$ cat src/rtl/priority_arbiter_8ch.sv
// priority_arbiter_8ch
// Registered 8-requester arbiter for one shared resource. Bit 7 is the
// highest priority. Fixed or round-robin selection, burst holding per
// owner, and a hold-time limit so no requester can starve the others.
module priority_arbiter_8ch #(
    parameter int MAX_HOLD  = 4,
    parameter int CNT_WIDTH = 8
) (
    input  logic       clk,
    input  logic       rst,
    input  logic [7:0] req,
    input  logic       rr_en,
    output logic [7:0] grant,
    output logic [2:0] grant_id,
    output logic       grant_valid,
    output logic       grant_start
);

    // Reject parameter combinations the hold counter cannot represent
    generate
        if (MAX_HOLD < 1 || MAX_HOLD > 255 || (2 ** CNT_WIDTH) <= MAX_HOLD) begin : g_bad_param
            $error("priority_arbiter_8ch: illegal MAX_HOLD/CNT_WIDTH");
        end
    endgenerate

    localparam logic [0:0] ST_IDLE = 1'b0;
    localparam logic [0:0] ST_OWN  = 1'b1;

    // Value of the hold counter in the last cycle an owner may keep the grant
    localparam logic [CNT_WIDTH-1:0] HOLD_LAST = CNT_WIDTH'(MAX_HOLD - 1);

    logic [0:0]           r_state;
    logic [CNT_WIDTH-1:0] r_hold_cnt;
    logic [2:0]           r_last_id;
    logic [7:0]           r_grant;
    logic [2:0]           r_grant_id;
    logic                 r_grant_valid;
    logic                 r_grant_start;

    logic                 w_release;
    logic [7:0]           w_arb_src;
    logic                 w_found;
    logic [2:0]           w_win_id;

    // Returns {found, id}. Fixed mode takes the highest set bit; round-robin
    // searches downward starting just below the previous winner and wraps
    // 0 -> 7, so the previous winner itself is the last candidate.
    function automatic logic [3:0] arbitrate(input logic [7:0] v,
                                             input logic       rr,
                                             input logic [2:0] last);
        logic       found;
        logic [2:0] id;
        logic [2:0] idx;
        found = 1'b0;
        id    = 3'd0;
        idx   = 3'd0;
        if (rr) begin
            for (int i = 1; i <= 8; i++) begin
                idx = last - 3'(i);
                if (!found && v[idx]) begin
                    found = 1'b1;
                    id    = idx;
                end
            end
        end else begin
            for (int i = 7; i >= 0; i--) begin
                if (!found && v[i]) begin
                    found = 1'b1;
                    id    = 3'(i);
                end
            end
        end
        return {found, id};
    endfunction

    // Release on owner dropping its request or on reaching the hold limit;
    // the releasing owner is masked out so a timed-out requester cannot
    // immediately win again.
    always_comb begin
        w_release = (r_state == ST_OWN) &&
                    (!req[r_grant_id] || (r_hold_cnt == HOLD_LAST));
        w_arb_src = (r_state == ST_IDLE) ? req : (req & ~r_grant);
        {w_found, w_win_id} = arbitrate(w_arb_src, rr_en, r_last_id);
    end

    // Arbitration FSM and registered outputs
    always_ff @(posedge clk) begin
        if (rst) begin
            r_state       <= ST_IDLE;
            r_hold_cnt    <= '0;
            r_last_id     <= 3'd0;
            r_grant       <= 8'd0;
            r_grant_id    <= 3'd0;
            r_grant_valid <= 1'b0;
            r_grant_start <= 1'b0;
        end else if (r_state == ST_OWN && !w_release) begin
            r_hold_cnt    <= r_hold_cnt + CNT_WIDTH'(1);
            r_grant_start <= 1'b0;
        end else if (w_found) begin
            // New grant, from IDLE or as a direct hand-over from an owner
            r_state       <= ST_OWN;
            r_hold_cnt    <= '0;
            r_last_id     <= w_win_id;
            r_grant       <= 8'd1 << w_win_id;
            r_grant_id    <= w_win_id;
            r_grant_valid <= 1'b1;
            r_grant_start <= 1'b1;
        end else begin
            r_state       <= ST_IDLE;
            r_hold_cnt    <= '0;
            r_grant       <= 8'd0;
            r_grant_id    <= 3'd0;
            r_grant_valid <= 1'b0;
            r_grant_start <= 1'b0;
        end
    end

    assign grant       = r_grant;
    assign grant_id    = r_grant_id;
    assign grant_valid = r_grant_valid;
    assign grant_start = r_grant_start;

endmodule

$ cat config.mk
export PLATFORM = sky130hd
export DESIGN_NAME = priority_arbiter_8ch
export DESIGN_NICKNAME = d
export VERILOG_FILES = /design/src/rtl/priority_arbiter_8ch.sv
export SDC_FILE = /design/constraint.sdc
export NUM_CORES = 1
export LEC_CHECK = 0
export ABC_AREA = 1
export CORE_ASPECT_RATIO = 1.1
export CORE_MARGIN = 10
export CORE_UTILIZATION = 50
export DETAILED_ROUTE_END_ITERATION = 10
export PLACE_DENSITY_LB_ADDON = 0.3
export SLEW_MARGIN = 30
export SYNTH_ARGS = -nofsm -noshare
export SYNTH_HDL_FRONTEND = slang
export SYNTH_SLANG_ARGS = --single-unit
$ cat constraint.sdc
create_clock -name clk -period 2.3 [get_ports clk]
set_input_delay 0.46 -clock clk [delete_from_list [all_inputs] [get_ports clk]]
set_output_delay 0.46 -clock clk [all_outputs]
set_load 0.02 [all_outputs]
==> impl_metrics.yaml <==
outcome:
  status: "completed"
critical_path:
  r2r_setup_slack_ps: 20
  crit_buf_inv: 4
  critPathSlowestCell: "dfxtp_4"
  crit_family: "simple AND/OR/NAND/NOR gates"
  arrival_ps: 2460
  critical_path.endpoint_type: "register"
  cp_slowest_stage_delay_ps: 370
  path_cells: "inv_2 -> ha_4 -> inv_6 -> nand3_1 -> nand2_2 -> nand2_2 -> nand2_4 -> inv_2 -> nand3_1 -> nand3_1 -> nor2_1 -> nand2_1 -> o21ai_2 -> nand2_2 -> nand2_4 -> inv_4 -> nand2_1 -> nand2_1"
  required_ps: 2480
  crit_path_start_kind: "register"
  path_max_fanout: 6
  critical_path_class: "reg2reg"
drt:
  dr_wl_met3_um: 250
  highest-signal-layer: "met4"
  drt-met1-wl_um: 2560
  drt_pass1_iterations: 4
  route.vias.total: 2228
  drc: 0
  ant_nets: 0
  avgRoutedWirePerCell_um: 14.9
  drt_iter0_drc: 124
  wirelength_um: 6190
  wl_met2_um: 3160
  viasPerCell: 5.37
yosys:
  synth_cell_types: 39
  synth_fp_nets: 320
  yosys-top-cells-area: "dfxtp_1, nand2_1, nand3_2, nand3_1, inv_1"
  synthFlopType: "dfxtp_1"
  synth_top_area_share_pct: 23.6
  synth_area_leader_cell: "dfxtp_1"
  synth_warnings: 0
  netlist_instances: 306
  ys_ff_latch: 24
  syn-mean-instance-area_um2: 6.64
  ys_seq_area_share_pct: 23.6
  syn_area_um2: 2030
  synth_edf_count: 0
  synthArstFlopShare_pct: 0
timing:
  period_needed_ps: 2280
  finalCritPeriodShare_pct: 98.9
  fin_worst_skew_ps: 2.69
  worst_slack_ps: 24.6
  slew-limit-headroom_pct: 72.4
  slew_viol_final: 0
  setup_violations: 0
  finalSetupTns_ps: 0
  hold_viol: 0
  worstMarginPinSlew_ps: 410
  rsz0062_at_grt: "true"
  max_clock_freq_mhz: 439
clock_tree:
  postCtsHoldBufs: 0
  cts_max_path_buffers: 2
  cts-root-buf: "clkbuf_8"
  cts.clk_slew.worst_paths_ps: 90
  cts_tree: "built"
  cts_sinks: 24
  ctsHtreeMaxLevel: 1
  cts_made_buffers: 3
  clk_latency_ps: 270
cells_and_area:
  area_growth_pct: 41.4
  nets: 378
  diodes: 0
  drive_above_1_share_pct: 35.0
floorplanning:
  die_height_um: 86.9
  io-pin-count: 24
  die_w_um: 80.8
  dieArea_um2: 7020
  core_um2: 3930
  rows: 24
  floorplan.initialDensity_pct: 51.7
grt:
  grt_max_degree: 17
  grt_pass1_wl_um: 9840
  grt_pass1_vias: 2204
  gr-usage-all-layers_pct: 17.2
  grt_antenna_before_repair: 0
  overflow: 0
place:
  preCtsSetupSlack_ps: -341
  dp_hpwl_um: 4570
  portBuffers: 23
  place_congestion: 0.890
pwr:
  vdd_drop_max_mv: 0.831
  power.density_nw_per_um2: 1610
  leakage_nw: 1.33
hold_path:
  hold_class: "reg2reg"
run:
  drv_cap: 0
-- sequential cells by signal, indices dropped and copies added (netlist names) --
signal / flops
grant_valid: 1
grant_start: 1
r_last_id: 3
r_hold_cnt: 8
grant_id: 3
grant: 8
-- per-layer routing --
layer	up-vias	global-route usage, %
met4	0	8.82
met5	-	0
met2	48	30.4
met3	18	3.51
li1	1116	-
met1	1046	18.7
-- synth_stat cells, types with 2 or more instances --
cell type,number
buf_6,3
o21ai_1,5
inv_2,8
nand4_1,6
a21oi_1,12
inv_1,33
nor2_1,31
nand3_2,18
nand3_1,35
buf_4,2
o21bai_1,3
and2_1,2
nor3_1,3
ha_1,3
nand2_4,2
dfxtp_1,24
xor2_1,3
nand2_1,69
o21ai_2,2
a21boi_0,2
nand2_2,10
o21ai_0,13
-- metrics by stage --
stage	util, %	total power, W	hold WS, ps	instances	cell area [um2]
3_3_place_gp	63.9	0.00350	435	402	2510
3_5_place_dp	63.9	0.00353	448	402	2510
2_1_floorplan	-	0.00266	418	306	2040
4_1_cts	66.6	0.00400	467	406	2620
6_report	73.0	0.00462	458	415	2870
5_1_grt	73.0	0.00494	490	415	2870
-- layout make-up --
class	instances	area (um2)
Multi-Input combinational cell	234	1540
Fill cell	329	1060
Timing Repair Buffer	59	549
Sequential cell	24	487
Inverter	42	165
Tap cell	52	65.1
Clock buffer	3	41.3
Clock inverter	1	30.0
-- path summary, 6_finish.rpt --
path	from	endpoint	depth (start not counted)
max	r_last_id[1]	grant[5]	18
min	r_hold_cnt[0]	r_hold_cnt[0]	1
max reg2reg	r_last_id[1]	grant[5]	18
min reg2reg	r_hold_cnt[0]	r_hold_cnt[0]	1
-- cells by family (layout without fill, tap and decap cells) --
| logic type | count (synthesis) | after routing | synth area share [%] |
|---|---|---|---|
| and+or+nand+nor | 184 | 184 | 48.1 |
| DFF | 24 | 24 | 23.6 |
| xor gates and xnor gates | 6 | 6 | 3.88 |
| AOI/OAI and AO/OA | 41 | 41 | 12.2 |
| buffers and inverters | 48 | 105 | 10.3 |
| adders and majority gates | 3 | 3 | 1.85 |
-- cell usage in the layout, fill, tap and decap left out, types with 2 or more instances in the layout --
master	Yosys	final
clkbuf_8	0	3
o21ai_2	2	3
nor2_4	1	2
buf_6	3	3
dfxtp_2	0	2
nand3_1	35	27
inv_1	33	29
o21ai_0	13	12
dlymetal6s2s_1	0	6
nand2_2	10	19
o21bai_1	3	3
nand4_1	6	6
a21oi_1	12	12
nor2_2	1	4
nor3_1	3	3
dfxtp_1	24	21
nand2_1	69	56
and2_1	2	2
clkdlybuf4s50_1	0	15
o21ai_1	5	5
nand3_4	1	7
nor2_1	31	27
nand3_2	18	20
xor2_1	3	2
inv_2	8	11
dlygate4sd2_1	0	2
buf_4	2	31
nand2_4	2	6
buf_12	0	2
a21boi_0	2	2
-- worst reg2reg max path, cell delays in order, from the launching register on --
cell and delay [ps]:
dfxtp_4 370, inv_2 50, ha_4 280, inv_6 100
nand3_1 100, nand2_2 110, nand2_2 80, nand2_4 110
inv_2 50, nand3_1 70, nand3_1 60, nor2_1 120
nand2_1 80, o21ai_2 220, nand2_2 110, nand2_4 130
inv_4 40, nand2_1 60, nand2_1 40
-- power breakdown --
part | switching [W] | total [W] | internal (W)
combinational | 0.00212 | 0.00360 | 0.00147
clock | 0.000143 | 0.000376 | 0.000233
sequential | 0.000117 | 0.000650 | 0.000533
-- what timing repair did --
action,CTS,global route
setup endpoints to repair,7,14
pin swaps,4,23
gates resized for setup,12,52
endpoints found under the hold margin,0,0
buffers inserted,0,9
cloned,0,0
Power figures use the tool's default switching activity.
